$ cat src/rtl/fp_add_pkg.sv
// fp_add_pkg: shared FP adder widths and operand/aligned-result bundles.
package fp_add_pkg;
  localparam int FP_MANT_W = 4;
  localparam int FP_EXP_W = 4;
  localparam int GRS_W = 2;
  typedef struct packed {
    logic sign;
    logic [FP_EXP_W-1:0] exp;
    logic [FP_MANT_W-1:0] mant;
  } fp_operand_t;
  typedef struct packed {
    logic big_sign;
    logic small_sign;
    logic [FP_EXP_W-1:0] big_exp;
    logic [FP_MANT_W+GRS_W-1:0] big_mant;
    logic [FP_MANT_W+GRS_W-1:0] small_mant;
    logic sticky;
    logic swapped;
  } fp_aligned_t;
endpackage

$ cat src/rtl/fp_align_pipe_if.sv
// fp_align_pipe_if: operand-pair input and aligned-result output handshakes.
interface fp_align_pipe_if
  import fp_add_pkg::*;
#(
  parameter int MANT_W = FP_MANT_W,
  parameter int EXP_W = FP_EXP_W
);
  logic in_valid, in_ready, sign_a, sign_b;
  logic [EXP_W-1:0] exp_a, exp_b;
  logic [MANT_W-1:0] mant_a, mant_b;
  logic out_valid, out_ready, big_sign, small_sign, sticky, swapped;
  logic [EXP_W-1:0] big_exp;
  logic [MANT_W+GRS_W-1:0] big_mant, small_mant;
  modport slave (
    input in_valid, sign_a, sign_b, exp_a, exp_b, mant_a, mant_b, out_ready,
    output in_ready, out_valid, big_sign, small_sign, big_exp, big_mant, small_mant, sticky, swapped
  );
  modport master (
    output in_valid, sign_a, sign_b, exp_a, exp_b, mant_a, mant_b, out_ready,
    input in_ready, out_valid, big_sign, small_sign, big_exp, big_mant, small_mant, sticky, swapped
  );
endinterface

$ cat src/rtl/fp_align_shift.sv
// fp_align_shift: saturating right shift of {mant, G, R} by diff; sticky only with FP_ALIGN_STICKY_EN.
module fp_align_shift
  import fp_add_pkg::*;
#(
  parameter int W = FP_MANT_W,
  parameter int DW = FP_EXP_W
) (
  input logic [W-1:0] mant_i,
  input logic [DW-1:0] diff_i,
  output logic [W+GRS_W-1:0] mant_o,
  output logic sticky_o
);
  logic sat;
  logic [W+GRS_W-1:0] ext;
  assign ext = {mant_i, {GRS_W{1'b0}}};
  assign sat = 32'(diff_i) >= W + GRS_W;
`ifdef FP_ALIGN_STICKY_EN
  // Double-width shift keeps the bits pushed past R for the sticky OR.
  logic [2*(W+GRS_W)-1:0] full;
  assign full = {ext, {(W+GRS_W){1'b0}}} >> diff_i;
  assign mant_o = sat ? '0 : full[2*(W+GRS_W)-1:W+GRS_W];
  assign sticky_o = sat ? |mant_i : |full[W+GRS_W-1:0];
`else
  assign mant_o = sat ? '0 : ext >> diff_i;
  assign sticky_o = 1'b0;
`endif
endmodule

$ cat src/rtl/fp_align_pipe.sv
// fp_align_pipe: two-stage swap/align of FP operands (S1 compare+diff, S2 shift); FP_ALIGN_STICKY_EN enables sticky.
module fp_align_pipe
  import fp_add_pkg::*;
#(
  parameter int MANT_W = FP_MANT_W,
  parameter int EXP_W = FP_EXP_W
) (
  input logic clk,
  input logic rst_n,
  fp_align_pipe_if.slave bus
);
  localparam int XW = MANT_W + GRS_W;
  logic ld1, ld2, a_big;
  logic v1_q, v1_d, v2_q, v2_d;
  logic bs1_q, bs1_d, ss1_q, ss1_d, sw1_q, sw1_d;
  logic [EXP_W-1:0] be1_q, be1_d, df1_q, df1_d;
  logic [MANT_W-1:0] bm1_q, bm1_d, sm1_q, sm1_d;
  logic bs2_q, bs2_d, ss2_q, ss2_d, sw2_q, sw2_d, st2_q, st2_d, sh_st;
  logic [EXP_W-1:0] be2_q, be2_d;
  logic [XW-1:0] bm2_q, bm2_d, sm2_q, sm2_d, sh_m;

  fp_align_shift #(.W(MANT_W), .DW(EXP_W)) u_shift (
    .mant_i(sm1_q), .diff_i(df1_q), .mant_o(sh_m), .sticky_o(sh_st)
  );

  always_comb begin
    a_big = (bus.exp_a > bus.exp_b) || (bus.exp_a == bus.exp_b && bus.mant_a >= bus.mant_b);
    ld2 = v1_q && (!v2_q || bus.out_ready);
    bus.in_ready = !v1_q || ld2;
    ld1 = bus.in_valid && bus.in_ready;
    v1_d = ld1 || (v1_q && !ld2);
    v2_d = ld2 || (v2_q && !bus.out_ready);
    bs1_d = ld1 ? (a_big ? bus.sign_a : bus.sign_b) : bs1_q;
    ss1_d = ld1 ? (a_big ? bus.sign_b : bus.sign_a) : ss1_q;
    sw1_d = ld1 ? !a_big : sw1_q;
    be1_d = ld1 ? (a_big ? bus.exp_a : bus.exp_b) : be1_q;
    df1_d = ld1 ? (a_big ? bus.exp_a - bus.exp_b : bus.exp_b - bus.exp_a) : df1_q;
    bm1_d = ld1 ? (a_big ? bus.mant_a : bus.mant_b) : bm1_q;
    sm1_d = ld1 ? (a_big ? bus.mant_b : bus.mant_a) : sm1_q;
    bs2_d = ld2 ? bs1_q : bs2_q;
    ss2_d = ld2 ? ss1_q : ss2_q;
    sw2_d = ld2 ? sw1_q : sw2_q;
    be2_d = ld2 ? be1_q : be2_q;
    bm2_d = ld2 ? {bm1_q, {GRS_W{1'b0}}} : bm2_q;
    sm2_d = ld2 ? sh_m : sm2_q;
    st2_d = ld2 ? sh_st : st2_q;
  end

  always_ff @(posedge clk or negedge rst_n) begin
    if (!rst_n) begin
      v1_q <= 1'b0;
      v2_q <= 1'b0;
      bs1_q <= 1'b0;
      ss1_q <= 1'b0;
      sw1_q <= 1'b0;
      be1_q <= '0;
      df1_q <= '0;
      bm1_q <= '0;
      sm1_q <= '0;
      bs2_q <= 1'b0;
      ss2_q <= 1'b0;
      sw2_q <= 1'b0;
      be2_q <= '0;
      bm2_q <= '0;
      sm2_q <= '0;
      st2_q <= 1'b0;
    end else begin
      v1_q <= v1_d;
      v2_q <= v2_d;
      bs1_q <= bs1_d;
      ss1_q <= ss1_d;
      sw1_q <= sw1_d;
      be1_q <= be1_d;
      df1_q <= df1_d;
      bm1_q <= bm1_d;
      sm1_q <= sm1_d;
      bs2_q <= bs2_d;
      ss2_q <= ss2_d;
      sw2_q <= sw2_d;
      be2_q <= be2_d;
      bm2_q <= bm2_d;
      sm2_q <= sm2_d;
      st2_q <= st2_d;
    end
  end

  assign bus.out_valid = v2_q;
  assign bus.big_sign = bs2_q;
  assign bus.small_sign = ss2_q;
  assign bus.big_exp = be2_q;
  assign bus.big_mant = bm2_q;
  assign bus.small_mant = sm2_q;
  assign bus.sticky = st2_q;
  assign bus.swapped = sw2_q;
endmodule

$ cat src/flat_wrapper.sv
// flat-port wrapper written by rule: the top's interface ports become plain ports
module fp_align_pipe_flat import fp_add_pkg::*;
#(
  parameter int MANT_W = FP_MANT_W,
  parameter int EXP_W = FP_EXP_W
)
  (clk, rst_n, bus_in_valid, bus_sign_a, bus_sign_b, bus_exp_a, bus_exp_b, bus_mant_a, bus_mant_b, bus_out_ready, bus_in_ready, bus_out_valid, bus_big_sign, bus_small_sign, bus_big_exp, bus_big_mant, bus_small_mant, bus_sticky, bus_swapped);
  fp_align_pipe_if #(.MANT_W(MANT_W), .EXP_W(EXP_W)) bus_i ();
  input logic clk;
  input logic rst_n;
  input wire logic [$bits(bus_i.in_valid)-1:0] bus_in_valid;
  input wire logic [$bits(bus_i.sign_a)-1:0] bus_sign_a;
  input wire logic [$bits(bus_i.sign_b)-1:0] bus_sign_b;
  input wire logic [$bits(bus_i.exp_a)-1:0] bus_exp_a;
  input wire logic [$bits(bus_i.exp_b)-1:0] bus_exp_b;
  input wire logic [$bits(bus_i.mant_a)-1:0] bus_mant_a;
  input wire logic [$bits(bus_i.mant_b)-1:0] bus_mant_b;
  input wire logic [$bits(bus_i.out_ready)-1:0] bus_out_ready;
  output wire logic [$bits(bus_i.in_ready)-1:0] bus_in_ready;
  output wire logic [$bits(bus_i.out_valid)-1:0] bus_out_valid;
  output wire logic [$bits(bus_i.big_sign)-1:0] bus_big_sign;
  output wire logic [$bits(bus_i.small_sign)-1:0] bus_small_sign;
  output wire logic [$bits(bus_i.big_exp)-1:0] bus_big_exp;
  output wire logic [$bits(bus_i.big_mant)-1:0] bus_big_mant;
  output wire logic [$bits(bus_i.small_mant)-1:0] bus_small_mant;
  output wire logic [$bits(bus_i.sticky)-1:0] bus_sticky;
  output wire logic [$bits(bus_i.swapped)-1:0] bus_swapped;
  assign bus_i.in_valid = bus_in_valid;
  assign bus_i.sign_a = bus_sign_a;
  assign bus_i.sign_b = bus_sign_b;
  assign bus_i.exp_a = bus_exp_a;
  assign bus_i.exp_b = bus_exp_b;
  assign bus_i.mant_a = bus_mant_a;
  assign bus_i.mant_b = bus_mant_b;
  assign bus_i.out_ready = bus_out_ready;
  assign bus_in_ready = bus_i.in_ready;
  assign bus_out_valid = bus_i.out_valid;
  assign bus_big_sign = bus_i.big_sign;
  assign bus_small_sign = bus_i.small_sign;
  assign bus_big_exp = bus_i.big_exp;
  assign bus_big_mant = bus_i.big_mant;
  assign bus_small_mant = bus_i.small_mant;
  assign bus_sticky = bus_i.sticky;
  assign bus_swapped = bus_i.swapped;
  fp_align_pipe #(.MANT_W(MANT_W), .EXP_W(EXP_W)) u_core (.clk(clk), .rst_n(rst_n), .bus(bus_i));
endmodule
$ cat config.mk
export PLATFORM = sky130hd
export DESIGN_NAME = fp_align_pipe_flat
export DESIGN_NICKNAME = d
export VERILOG_FILES = /design/src/rtl/fp_add_pkg.sv /design/src/rtl/fp_align_pipe_if.sv /design/src/rtl/fp_align_shift.sv /design/src/rtl/fp_align_pipe.sv /design/src/flat_wrapper.sv
export SDC_FILE = /design/constraint.sdc
export NUM_CORES = 1
export LEC_CHECK = 0
export ABC_AREA = 1
export CAP_MARGIN = 20
export CORE_MARGIN = 1.5
export CORE_UTILIZATION = 33
export CTS_CLUSTER_DIAMETER = 40
export DETAILED_ROUTE_END_ITERATION = 8
export PLACE_DENSITY = 0.55
export SLEW_MARGIN = 15
export SYNTH_ARGS = -nofsm -noshare
export SYNTH_HDL_FRONTEND = slang
export SYNTH_SLANG_ARGS = --single-unit
$ cat constraint.sdc
create_clock -name clk -period 2.44 [get_ports clk]
set_input_delay 0.244 -clock clk [delete_from_list [all_inputs] [get_ports clk]]
set_output_delay 0.244 -clock clk [all_outputs]
set_load 0.1 [all_outputs]
# Word level (Yosys, flattened, before mapping)

Cells that the tools add are included.

Mux-type cells: 7
Reduce and logical (&&, ||, !) cells: 15
Order comparisons: 3
Eq/ne operators: 1
Shift-type cells: 1
Add/sub/neg operators: 2

Operators by type and width:

| kind                                                                   | count |
|---|---|
| 4-bit two-way mux                                                      | 4 |
| 4-bit subtractor                                                       | 2 |
| 6-bit two-way mux                                                      | 1 |
| 6-bit by 4-bit right shift with 6-bit output                           | 1 |
| 1-bit logical AND                                                      | 5 |
| 1-bit zero test                                                        | 5 |
| 1-bit logical OR                                                       | 5 |
| 4-bit == test                                                          | 1 |
| 4-bit by 3-bit >= comparator with 1-bit output (second input constant) | 1 |
| 4-bit >= comparator                                                    | 1 |
| 4-bit > comparator                                                     | 1 |
| 1-bit two-way mux                                                      | 2 |

Word-level logic and storage cells: 44
Input port bits: 22
Register bits after elaboration: 38
Output and inout port bits: 22

# Longest topological paths before layout

Depth after elaboration: 6
Mapped depth: 13
Mapped depth without buffers: 13

# By module

A second synthesis with hierarchy kept.

Cells, all modules: 275
Area total of the unflattened synthesis: 2384.8 µm²

Modules (own cells, without submodules):

| module         | sequential area each (µm²) | instances | area each (µm²) | cells an instance |
|---|---|---|---|---|
| fp_align_pipe  | 975.9                      | 1         | 2198.4          | 233 |
| fp_align_shift | 0.0                        | 1         | 186.4           | 42 |

# Worst setup path before layout

Ideal clock, no wire load.

Path type: reg2reg
Start: reg u_core.v2_q (netlist: u_core.bus.out_valid)
End: reg u_core.bm1_q[1]
Stages on the path, launching flop included: 7
Arrival time: 2.812 ns
Path buffers: 1
Path slack: -0.489 ns
Setup time: 0.117 ns
Data required time: 2.323 ns
Clock period less this slack: 2.929 ns
Path through: dfrtp_1 -> nand3_1 -> nand2_1 -> clkinv_1 -> buf_2 -> nand3_1 -> nand2_1

Cells in the longest elaborated chain, start to end: 5

Ends and longest elaborated chain:

| what                   | RTL line            | RTL |
|---|---|---|
| from (decl)            | fp_align_pipe.sv:14 | `logic v1_q, v1_d, v2_q, v2_d;` |
| from (signal assigned) | fp_align_pipe.sv:69 | `v2_q <= v2_d;` |
| 1-bit zero test        | fp_align_pipe.sv:28 | `ld2 = v1_q && (!v2_q \|\| bus.out_ready);` |
| 1-bit logical OR       | fp_align_pipe.sv:28 |  |
| 1-bit logical AND      | fp_align_pipe.sv:28 |  |
| 1-bit logical OR       | fp_align_pipe.sv:29 | `bus.in_ready = !v1_q \|\| ld2;` |
| named net bus_in_ready | flat_wrapper.sv:19  | `output wire logic [$bits(bus_i.in_ready)-1:0] bus_in_ready;` |
| 1-bit logical AND      | fp_align_pipe.sv:30 | `ld1 = bus.in_valid && bus.in_ready;` |
| to (signal assigned)   | fp_align_pipe.sv:75 | `bm1_q <= bm1_d;` |
| to (decl)              | fp_align_pipe.sv:17 | `logic [MANT_W-1:0] bm1_q, bm1_d, sm1_q, sm1_d;` |

The timed path passes the listed nets, and every way through them passes these cells.
A chain may end at the register's enable or synchronous reset.

# Final worst setup path

Start: in bus_exp_a[0]
End: reg u_core.sm1_q[2]

Cells in the longest elaborated chain, start to end: 4
Elaborated cells on any way between the ends: 5
Classes of those cells: order compare (1); eq/ne (1); mux (1); reduce/logical (2)

Ends and longest elaborated chain:

| what                                                                       | RTL line            | RTL |
|---|---|---|
| from (decl)                                                                | flat_wrapper.sv:14  | `input wire logic [$bits(bus_i.exp_a)-1:0] bus_exp_a;` |
| parallel branches: the longest is 2 deep, another holds 4-bit > comparator | -                   |  |
| 1-bit logical OR *                                                         | fp_align_pipe.sv:27 | `a_big = (bus.exp_a > bus.exp_b) \|\| (bus.exp_a == bus.exp_b && bus.mant_a >= bus.mant_b);` |
| 4-bit two-way mux *                                                        | fp_align_pipe.sv:39 | `sm1_d = ld1 ? (a_big ? bus.mant_b : bus.mant_a) : sm1_q;` |
| to (signal assigned)                                                       | fp_align_pipe.sv:76 | `sm1_q <= sm1_d;` |
| to (decl)                                                                  | fp_align_pipe.sv:17 |  |

Mark *: on every way between the ends.

==> results.yml <==
outcome:
  status: "finished with violations"
  violations: "design-rule violations"
yosys:
  synth_cell_type_count: 27
  syn_area_sq_um: 2210
  ys_warn_count: 0
  syn_area_per_cell_sq_um: 7.58
  ys_ff_latch: 38
  syn_inst: 291
  ys_seq_area_share_pct: 43.1
  synth_top_area_share_pct: 43.1
  yosys.area.top_type: "dfrtp_1"
  synth.area.top_cells: "dfrtp_1 43%, nand2_1 20%, nand3_1 8.6%"
die:
  coreArea_sq_um: 6420
  die_x_um: 84.8
  io_pins: 44
  die-area_sq_um: 7190
  fp.dieH_um: 84.8
  start_util_pct: 34.4
  rows: 29
detailed_routing:
  ant_nets: 0
  firstDrtPassIters: 6
  drt_iter0_drc: 62
  wire_per_inst_um: 11.7
  vias: 1880
  drc_errors: 4
  wirelength_um: 4790
  via_per_inst: 4.59
timing:
  period_share_pct: 86.2
  setup_ws_ns: 0.336
  setup_viol: 0
  maxSlewHeadroom_pct: 44.3
  rsz0062_at_grt: "no"
  max_freq_mhz: 475
  final.setup_skew_ns: 0.00668
  period_minus_slack_ns: 2.10
  hold_viol: 0
  fin_setup_tns_ns: 0
  holdWs_ns: 0.0485
  report.final.slew_viol_count: 0
  tightest_slew_ns: 0.836
global_route:
  grt-ovfl-total: 0
  antenna_found_initial: 0
  grt_util_all_layers_pct: 14.3
  grt_pass1_wl_um: 8220
  grt_max_degree: 39
  first_global_vias: 1768
clocking:
  postCtsSetupBuffers: 0
  clk_path_buf_depth: 2
  root_buffer: "clkbuf_8"
  cts.sinks: 38
  ctsResizeCount: 0
  clkTransAtPathRegs_ns: 0.07
  insertion_delay_ns: 0.29
  cts_tree: "yes"
  numCtsBuffers: 5
  cts_hold_buf: 0
  htreeDepth: 2
placement:
  gp_congestion: 0.839
  io_buffers: 40
  dp_slack_ns: 0.0487
  dp_hpwl_um: 3640
  placed_cell_area_sq_um: 2620
  place_inst: 402
setup_path:
  cp.required_ns: 2.61
  worst_setup_path_end_kind: "flip-flop"
  critPathMostFrequentCell: "nand3_1"
  start_kind: "input pin"
  path_class: "in -> reg"
  worstPathCellList: "clkdlybuf4s50_1, inv_1, ha_1, fa_1, nand3b_1, nand3_2, buf_4, nand3_1, nand3_1, nand2_1"
  cp_slowest_cell: "clkdlybuf4s50_1"
  worstPathArrival_ns: 2.27
  path_max_fanout: 13
  cp_slowest_stage_delay_ns: 0.48
power_and_ir_drop:
  p_comb_share_pct: 45.0
  p_clk_share_pct: 20.8
  p_int_mw: 1.34
  switchingPower_mw: 1.15
  p_leak_nw: 1.50
  power_mw: 2.49
  p_per_area_nw_per_um2: 913
  swShare_pct: 46.2
  p_seq_share_pct: 34.3
  worst_ir_drop_vdd_uv: 241
cells_and_area:
  antenna_cells: 0
  area_delta_synth_final_pct: 23.6
  layout.nets: 367
  stdcell_area_sq_um: 2730
  nFillCells: 690
  final_common_cell: "nand2_1"
  layout-drive-gt1-share_pct: 11.7
  final-instance-count-excl-fill: 410
  utilization_pct: 42.5
  layout_common_cells: "120 x nand2_1, 38 x dfrtp_1, 37 x nand3_1, 34 x inv_1, 24 x buf_4"
min_path:
  min-delay-path-class: "in -> async"
run:
  max_cap_violations: 0
sequential cells by signal, summed over array words and instances, names as in the netlist, 4 cells and up:
register / count
u_core.sm1_q: 4
u_core.bus.big_exp: 4
u_core.be1_q: 4
u_core.df1_q: 4
u_core.bm1_q: 4
u_core.bus.big_mant: 4
u_core.bus.small_mant: 6
cells by family after synthesis:
group	share of synthesized area, %
compound gates	4.08
xor+xnor	0.794
fa+ha+maj	8.05
buf+inv	9.92
flops	43.1
other cells	0.170
simple gates	33.9
synth_stat cells:
cell type,n
nand4_2,1
a31oi_1,1
nand2_4,2
buf_2,4
nand3b_1,4
nor2_2,1
inv_1,34
buf_8,1
dfrtp_1,38
conb_1,1
clkinv_1,1
o21ai_0,12
nand3_2,1
ha_1,11
nor2_1,2
nand2_1,120
nand3_1,38
buf_4,6
a21oi_1,3
clkbuf_1,1
xor2_1,2
nand4_1,1
fa_1,2
a22o_1,1
nand2_2,1
or2_2,1
buf_1,1
power groups by stage:
stage | combinational, mW | clock (mW) | sequential (mW)
floorplan | 0.362 | 0 | 1.37
global route | 1.20 | 0.559 | 0.872
detailed placement | 1.13 | 0 | 0.866
finish | 1.12 | 0.517 | 0.853
global placement | 1.12 | 0 | 0.862
CTS | 1.13 | 0.540 | 0.855
layout make-up:
cell class	count	area (sq um)	area share, %
well taps	77	96.3	3.53
clock buffers	7	76.3	2.80
repair buffers	45	385	14.1
inverters	35	131	4.82
multi-input cells	207	1060	38.8
flip-flops and latches	38	951	34.9
clock inverters	1	30.0	1.10
per-layer routing:
layer	vias up	GRT usage (%)	part of all wire, %
met5	-	0	0
met3	4	2.56	4.6
met4	0	6.41	0.79
met1	851	19.5	49
met2	42	22.3	46
li1	983	-	-
critical path, delay by kind of cell:
family | cells | cell delay [ns]
and+or+nand+nor | 5 | 0.65
buffers and inverters | 3 | 0.75
adders and majority gates | 2 | 0.62
worst paths after layout:
check | start | endpoint | slack (ns) | cells past startpoint
hold reg to reg | u_core.df1_q[3] | u_core.df1_q[3] | 0.48 | 2
hold / removal | rst_n | u_core.bus.swapped | 0.05 | 1
setup / recovery | bus_exp_a[0] | u_core.sm1_q[2] | 0.34 | 10
min in group clk | u_core.df1_q[3] | u_core.df1_q[3] | 0.48 | 2
setup reg to reg | u_core.bus.out_valid | u_core.sm1_q[2] | 0.91 | 5
max in group asynchronous | rst_n | u_core.bus.small_mant[3] | 1.86 | 1
Power figures use the tool's default switching activity.
